**config.mk**
```make
export PLATFORM = sky130hd
export DESIGN_NAME = control_unit
export DESIGN_NICKNAME = d
export VERILOG_FILES = /design/src/rtl/ctrl_pkg.sv /design/src/rtl/pc_unit.sv /design/src/rtl/control_unit.sv
export SDC_FILE = /design/constraint.sdc
export NUM_CORES = 1
export LEC_CHECK = 0
export CAP_MARGIN = 20
export CORE_MARGIN = 5
export CORE_UTILIZATION = 44
export DETAILED_ROUTE_END_ITERATION = 10
export PLACE_DENSITY = 0.75
export SYNTH_ARGS = -nofsm -noshare
export SYNTH_HDL_FRONTEND = slang
export SYNTH_SLANG_ARGS = --single-unit
```
**constraint.sdc**
```tcl
create_clock -name clk -period 2.28 [get_ports clk]
set_input_delay 0.228 -clock clk [delete_from_list [all_inputs] [get_ports clk]]
set_output_delay 0.228 -clock clk [all_outputs]
set_load 0.005 [all_outputs]
```
**src/rtl/ctrl_pkg.sv**
```systemverilog
// Shared definitions for the control_unit sequencer.
//   - opcode field values (instruction bits [7:6])
//   - FSM state encoding
//   - write-back mux select values
//   - sign-extension helper for the 4-bit branch offset
package ctrl_pkg;

    localparam logic [1:0] OP_ALUR = 2'b00;
    localparam logic [1:0] OP_ALUI = 2'b01;
    localparam logic [1:0] OP_MEM  = 2'b10;
    localparam logic [1:0] OP_BEQZ = 2'b11;

    typedef enum logic [2:0] {
        S_FETCH,
        S_DECODE,
        S_EXEC,
        S_MEM,
        S_WB
    } state_t;

    localparam logic [1:0] WB_ALU = 2'b00;
    localparam logic [1:0] WB_MEM = 2'b01;

    function automatic logic [7:0] sext4(input logic [3:0] v);
        return {{4{v[3]}}, v};
    endfunction

endpackage

```
**src/rtl/pc_unit.sv**
```systemverilog
// Program counter register for control_unit.
//   clk, reset : clock, asynchronous active-low reset (loads RESET_PC)
//   adv        : advance the PC at this edge (last state of an instruction)
//   taken      : add the sign-extended offset as well (taken BEQZ)
//   off        : 4-bit signed branch offset
//   pc         : current program counter
// All arithmetic is modulo 256, so 8'hFF + 1 wraps to 8'h00.
module pc_unit #(
    parameter logic [7:0] RESET_PC = 8'h00
) (
    input  logic       clk,
    input  logic       reset,
    input  logic       adv,
    input  logic       taken,
    input  logic [3:0] off,
    output logic [7:0] pc
);
    import ctrl_pkg::*;

    logic [7:0] pc_q, pc_d;

    always_comb begin
        pc_d = pc_q;
        if (adv) begin
            pc_d = pc_q + 8'd1 + (taken ? sext4(off) : 8'd0);
        end
    end

    always_ff @(posedge clk or negedge reset) begin
        if (!reset) pc_q <= RESET_PC;
        else        pc_q <= pc_d;
    end

    assign pc = pc_q;

endmodule

```
**src/rtl/control_unit.sv**
```systemverilog
// Multi-cycle sequencer driving the processor datapath controls.
// FSM: FETCH -> DECODE -> EXEC -> {MEM} -> {WB} -> FETCH.
//   clk, reset          : clock, asynchronous active-low reset
//   run                 : start a new instruction (sampled in FETCH only)
//   instruction         : byte at pc_addr (combinational from imem)
//   readData1           : register-file data for rs1_addr
//   pc_addr             : program counter
//   rs1/rs2/wr_addr     : register-file addresses
//   alu_op, immediate   : ALU controls, valid from EXEC through WB
//   reg_wr_en, wr, rd   : registered one-cycle strobes
//   add                 : data-memory address, latched in EXEC
//   regWriteSrc         : write-back select (WB_ALU / WB_MEM)
//   busy                : high in every state except FETCH
// Every output except busy/pc_addr is a flop whose next value is computed
// on the transition into the state where it must be valid, so strobes line
// up exactly with their state and cannot glitch.
module control_unit #(
    parameter logic [7:0] RESET_PC = 8'h00
) (
    input  logic       clk,
    input  logic       reset,
    input  logic       run,
    input  logic [7:0] instruction,
    input  logic [7:0] readData1,
    output logic [7:0] pc_addr,
    output logic [1:0] rs1_addr,
    output logic [1:0] rs2_addr,
    output logic [1:0] wr_addr,
    output logic [1:0] alu_op,
    output logic [1:0] immediate,
    output logic       reg_wr_en,
    output logic       wr,
    output logic       rd,
    output logic [7:0] add,
    output logic [1:0] regWriteSrc,
    output logic       busy
);
    import ctrl_pkg::*;

    state_t     state_q, state_d;
    logic [7:0] ir_q, ir_d;
    logic [1:0] rs1_q, rs1_d, rs2_q, rs2_d, wa_q, wa_d;
    logic [1:0] alu_op_q, alu_op_d, imm_q, imm_d, wb_src_q, wb_src_d;
    logic [7:0] add_q, add_d;
    logic       reg_wr_en_q, reg_wr_en_d, wr_q, wr_d, rd_q, rd_d;
    logic       pc_adv, pc_taken;

    pc_unit #(.RESET_PC(RESET_PC)) u_pc (
        .clk   (clk),
        .reset (reset),
        .adv   (pc_adv),
        .taken (pc_taken),
        .off   (ir_q[3:0]),
        .pc    (pc_addr)
    );

    always_comb begin
        state_d     = state_q;
        ir_d        = ir_q;
        rs1_d       = rs1_q;
        rs2_d       = rs2_q;
        wa_d        = wa_q;
        alu_op_d    = alu_op_q;
        imm_d       = imm_q;
        wb_src_d    = wb_src_q;
        add_d       = add_q;
        reg_wr_en_d = 1'b0;
        wr_d        = 1'b0;
        rd_d        = 1'b0;
        pc_adv      = 1'b0;
        pc_taken    = 1'b0;

        case (state_q)
            S_FETCH: begin
                if (run) begin
                    ir_d    = instruction;
                    state_d = S_DECODE;
                    // Memory ops read the base register first so EXEC can
                    // capture the address from readData1.
                    rs1_d = (instruction[7:6] == OP_MEM) ? instruction[2:1]
                                                         : instruction[5:4];
                    rs2_d = (instruction[7:6] == OP_ALUR) ? instruction[3:2]
                                                          : 2'b00;
                end
            end
            S_DECODE: begin
                state_d  = S_EXEC;
                alu_op_d = 2'b00;
                imm_d    = 2'b00;
                case (ir_q[7:6])
                    OP_ALUR: alu_op_d = ir_q[1:0];
                    OP_ALUI: begin
                        alu_op_d = ir_q[3:2];
                        imm_d    = ir_q[1:0];
                    end
                    default: ;
                endcase
            end
            S_EXEC: begin
                case (ir_q[7:6])
                    OP_MEM: begin
                        state_d = S_MEM;
                        add_d   = readData1;
                        rs1_d   = ir_q[4:3];   // data register for the store
                        if (ir_q[5]) rd_d = 1'b1;
                        else         wr_d = 1'b1;
                    end
                    OP_BEQZ: begin
                        state_d  = S_FETCH;
                        pc_adv   = 1'b1;
                        pc_taken = (readData1 == 8'd0);
                    end
                    default: begin
                        state_d     = S_WB;
                        reg_wr_en_d = 1'b1;
                        wa_d        = ir_q[5:4];
                        wb_src_d    = WB_ALU;
                    end
                endcase
            end
            S_MEM: begin
                if (ir_q[5]) begin
                    state_d     = S_WB;
                    reg_wr_en_d = 1'b1;
                    wa_d        = ir_q[4:3];
                    wb_src_d    = WB_MEM;
                end else begin
                    state_d = S_FETCH;
                    pc_adv  = 1'b1;
                end
            end
            S_WB: begin
                state_d = S_FETCH;
                pc_adv  = 1'b1;
            end
            default: state_d = S_FETCH;
        endcase
    end

    always_ff @(posedge clk or negedge reset) begin
        if (!reset) begin
            state_q     <= S_FETCH;
            ir_q        <= 8'd0;
            rs1_q       <= 2'd0;
            rs2_q       <= 2'd0;
            wa_q        <= 2'd0;
            alu_op_q    <= 2'd0;
            imm_q       <= 2'd0;
            wb_src_q    <= WB_ALU;
            add_q       <= 8'd0;
            reg_wr_en_q <= 1'b0;
            wr_q        <= 1'b0;
            rd_q        <= 1'b0;
        end else begin
            state_q     <= state_d;
            ir_q        <= ir_d;
            rs1_q       <= rs1_d;
            rs2_q       <= rs2_d;
            wa_q        <= wa_d;
            alu_op_q    <= alu_op_d;
            imm_q       <= imm_d;
            wb_src_q    <= wb_src_d;
            add_q       <= add_d;
            reg_wr_en_q <= reg_wr_en_d;
            wr_q        <= wr_d;
            rd_q        <= rd_d;
        end
    end

    assign rs1_addr    = rs1_q;
    assign rs2_addr    = rs2_q;
    assign wr_addr     = wa_q;
    assign alu_op      = alu_op_q;
    assign immediate   = imm_q;
    assign regWriteSrc = wb_src_q;
    assign add         = add_q;
    assign reg_wr_en   = reg_wr_en_q;
    assign wr          = wr_q;
    assign rd          = rd_q;
    assign busy        = (state_q != S_FETCH);

endmodule

```
==> Word-level counts from Yosys, hierarchy flattened <==
Index checks and enable logic that the tools add are counted.
{ "totals": {"word_cells": 69, "out_inout_bits": 32, "register_bits": 42, "input_bits": 19} }
{ "op_classes": {"addsub": 2, "muxes": 30, "reduce_logical": 12, "n_eq_ne": 12} }
{ "op_table": {"columns": ["op", "count"], "rows": [
  ["two-way mux 2 bit", 9],
  ["one-hot mux 2 bit (2 select lines)", 4],
  ["one-hot mux 3 bit (4 select lines)", 1],
  ["two-way mux 1 bit", 10],
  ["adder 8 x 1 -> 8 bit, second input constant", 1],
  ["adder 8 bit", 1],
  ["zero test 8 bit", 1],
  ["two-way mux 8 bit", 1],
  ["inequality test 2 bit, second input constant", 4],
  ["equality test 2 bit, second input constant", 3],
  ["equality test 3 x 2 -> 1 bit, second input constant", 2],
  ["two-way mux 3 bit", 2],
  ["one-hot mux 3 bit (2 select lines)", 1],
  ["AND reduction 3 bit", 2],
  ["zero test 2 bit", 2],
  ["AND reduction 2 bit", 2],
  ["nonzero test 2 bit", 2],
  ["equality test 3 x 1 -> 1 bit, second input constant", 1],
  ["equality test 3 bit, second input constant", 1],
  ["zero test 3 bit", 1],
  ["one-hot mux 1 bit (3 select lines)", 1],
  ["nonzero test 3 bit", 1],
  ["equality test 2 x 1 -> 1 bit, second input constant", 1],
  ["one-hot mux 1 bit (2 select lines)", 1],
  ["OR reduction 2 bit", 1]
]} }

==> Logic depth before layout (Yosys ltp) <==
{ "depth": {"ltp_word": 5, "ltp_mapped": 11, "mapped_depth_nobuf": 10} }

==> By module <==
A second synthesis with hierarchy kept.
{ "hier_totals": {"cells_unflattened": 179, "hier_area_um2": 2035.7} }
{ "by_module_without_submodules": {"columns": ["mod", "instances", "cells_each", "area_per_inst_um2", "seq_area_each_um2"], "rows": [
  ["control_unit", 1, 127, 1505.2, 825.8],
  ["pc_unit", 1, 52, 530.5, 200.2]
]} }

==> Worst setup path before layout <==
OpenSTA, ideal clock, no wires.
{ "synth_path": {"path_type": "register -> register", "startpoint": "reg state_q[0]", "endpoint": "reg u_pc.pc_q[6], in the netlist u_pc.pc[6]", "setup_time_ns": 0.095, "required_ns": 2.185, "synth_period_minus_slack_ns": 2.399, "stages_incl_launch_ff": 12, "path_buffers": 1, "arrival_time_ns": 2.303, "setup_slack_ns": -0.119, "path_cell_list": "dfrtp_1 -> buf_6 -> and4bb_1 -> and4_4 -> nand2_1 -> ha_1 -> fa_1 -> nor2b_1 -> o31a_1 -> o21ai_0 -> nor3b_1 -> o31ai_1"} }
{ "synth_between": {"elab_chain_len": 4, "word_cells_on_any_way": 7, "cone_classes": "add/sub: 1; eq/ne: 3; mux: 3"} }
{ "synth_rtl": {"columns": ["item", "line", "rtl"], "rows": [
  ["start, declared", "control_unit.sv:40", "state_t state_q, state_d;"],
  ["start signal, assigned", "control_unit.sv:155", "state_q <= state_d;"],
  ["equality test 3 x 2 -> 1 bit", "control_unit.sv:73", "case (state_q)"],
  ["two-way mux 1 bit", "control_unit.sv:73", null],
  ["two-way mux 8 bit", "pc_unit.sv:25", "pc_d = pc_q + 8'd1 + (taken ? sext4(off) : 8'd0);"],
  ["adder 8 bit", "pc_unit.sv:25", null],
  ["end signal, assigned", "pc_unit.sv:31", "else pc_q <= pc_d;"],
  ["end, declared", "pc_unit.sv:20", "logic [7:0] pc_q, pc_d;"]
]} }
Parallel ways exist; a longest one is shown, timed or not.
A chain may end at the register's enable or synchronous reset.

==> Worst setup path after layout <==
{ "layout_path": {"startpoint": "reg state_q[2]", "endpoint": "reg u_pc.pc_q[4], in the netlist u_pc.pc[4]"} }
Same word-level chain as after synthesis.

==> flow_summary.toml <==
[finish]
multiInputGateArea_um2 = 1040
n_antenna_cell = 0
final_util_pct = 62.0
instances_no_fill = 314
layout_common_cells = "clkdlybuf4s50_1 (47), dfrtp_1 (41), nand2_1 (24), buf_4 (21), mux2_2 (18)"
layout_commonest_cell = "clkdlybuf4s50_1"
finish.net_count = 286
regArea_um2 = 1030
syn2layout_area_growth_pct = 38.1
fin_area_um2 = 2890
drive_gt1_share_pct = 26.2
fill_cells = 379

[placement]
dpl_cell_area_um2 = 2730
finalWeightedCongestion = 0.766
io_buffers = 49
hpwlAfterDp_mm = 3.42
place_inst = 303
dp_slack_ps = -460

[global_route]
grt-ovfl-total = 0
grt_pass1_wl_mm = 7.81
first_global_vias = 1662
groute.usage.overall_pct = 16.0
grt_max_degree = 42
grt_antenna_before_repair = 0

[die]
core-area_um2 = 4660
start_util_pct = 44.9
rows = 25
die_w_um = 79.0
io_pins = 51
die-area_um2 = 6240
fp.dieH_um = 79.0

[sta]
fin_crit_ps = 2350
final-setup-viol-count = 3
max-slew-margin-rel_pct = 39.2
setup_tns_ps = -137
rsz0062_at_grt = "true"
hold_viol = 0
fin_hold_ws_ps = 69.7
fin_crit_sh_pct = 103
max_freq_ghz = 0.426
fin_ws_ps = -68.9
slew_violations = 0
worstMarginPinSlew_ps = 913
clock_skew_ps = 4.21

[drt]
drt_pass1_iterations = 4
via_count = 1615
remaining_drc_errors = 0
antenna_left = 0
wl_mm = 4.54
dr.first_iter.drc_count = 63
wl_per_cell_um = 14.5
vias_per_cell = 5.14

[power]
p_leak_nw = 1.29
p_per_area_nw_per_um2 = 1160
finalPower_mw = 3.34
ir_drop_mv = 0.630

[yosys]
synthTopCellsByArea = "dfrtp_1 (49%), mux2_2 (10%), nand2_1 (4.5%), ha_1 (4.2%), o21ai_0 (4.1%)"
ys_ff_latch = 41
synth_cell_types = 41
syn-mean-instance-area_um2 = 11.0
ys_warn_count = 0
syn_inst = 191
synth_nets = 218
synth-seq-area-share_pct = 49.0
yosysTopAreaCell = "dfrtp_1"
synth_top_area_share_pct = 49.0
synth.cell_area_um2 = 2090

[clock_network]
numCtsBuffers = 5
ctsLongestPathBuffers = 2
ctsHtreeMaxLevel = 2
cts.sinks = 41
ctsRootBufferMaster = "clkbuf_8"
cts-hold-fix-buffers = 0
cts_tree = "yes"
cts.clk_slew.worst_paths_ps = 80
clkLatencyLatePin_ps = 290

[setup_path]
setup.worst_path.class = "reg -> reg"
cp-start-kind = "flop"
crit_path_end_kind = "flop"
crit_arrival_ps = 2530
required_ps = 2460
cp_max_fo = 5

[outcome]
outcome = "finished, violations left"
violations = "negative setup slack"

[job]
maxCapViolCount = 0

[min_path]
hp-class = "in -> async"
final cells by class:
cell class                 count  area share, %
clock buffer                   5           2.38
multi-input combinational    134           36.1
timing repair buffer          70           22.2
tap                           54           2.34
inverter                       7          0.909
sequential                    41           35.5
clock inverter                 3          0.606
power breakdown:
group	total (mW)	switching [mW]	internal, mW
clock network	0.460	0.249	0.211
logic	1.63	0.661	0.973
registers	1.25	0.220	1.03
total	3.34	1.13	2.21
worst max-delay path: stages, from the launching register on:
cell	delay [ps]
dfrtp_1	380
and4bb_1	300
and4_4	270
nand2_4	60
ha_4	160
fa_2	340
nor2b_2	130
o31a_1	180
buf_4	130
a21oi_2	30
mux2_4	260
Yosys cell counts:
cell type	number
o21a_1	1
dfrtp_1	41
nand2b_4	1
nand4_1	1
nor2b_1	3
buf_2	3
nor3b_1	2
buf_6	1
a21oi_2	2
nand4bb_4	1
a31oi_1	1
and4_4	1
fa_1	1
clkbuf_1	2
ha_1	7
buf_4	2
nor2_1	8
or3_1	1
xnor2_1	1
and2_2	2
o31a_1	1
a211oi_1	1
nand3b_1	2
a21oi_1	9
nand2b_1	4
o31ai_1	4
and2_1	1
nor4b_4	1
o2bb2ai_1	1
mux2_2	19
mux2i_1	5
conb_1	1
xor2_1	3
nand2_1	25
inv_1	7
clkbuf_2	1
a21boi_0	1
nor3_1	3
and4bb_1	1
o21ai_0	17
and2b_2	2
state kept, by name (all words and copies together) (netlist names):
| signal | flops |
|---|---|
| add | 8 |
| ir_q | 8 |
| u_pc.pc | 8 |
| state_q | 3 |
| alu_op | 2 |
| immediate | 2 |
| rs1_addr | 2 |
| rs2_addr | 2 |
| wr_addr | 2 |
| rd | 1 |
| regWriteSrc | 1 |
| reg_wr_en | 1 |
| wr | 1 |
logic make-up after synthesis:
logic type	Yosys count	synth area share (%)
AOI/OAI and AO/OA	38	10.7
buffers and inverters	16	3.83
xor gates and xnor gates	4	1.67
DFF	41	49.0
adders and majority gates	8	5.14
other	1	0.179
muxes	24	12.6
and+or+nand+nor	59	16.9
path summary, 6_finish.rpt:
kind	from	end	depth (start not counted)	slack, ps
worst min register to register	u_pc.pc[7]	u_pc.pc[7]	1	470
worst max register to register	state_q[2]	u_pc.pc[4]	10	-70
max in group asynchronous	reset	regWriteSrc[0]	1	1650
min in group clk	readData1[2]	add[2]	2	390
worst max-delay path	state_q[2]	u_pc.pc[4]	10	-70
worst min-delay path	reset	immediate[0]	1	70
timing repair:
item	4_1_cts	5_1_grt
pin swaps	5	2
resized for setup	8	5
setup endpoints to repair	4	5
setup buffers	2	1
per-layer routing:
layer / global-route usage [%] / part of all wire, %
met5: 0 / 0
met4: 4.64 / 0.88
met1: 19.2 / 44
met2: 27.7 / 50
met3: 4.65 / 5.0
(Power assumes the default switching activity.)
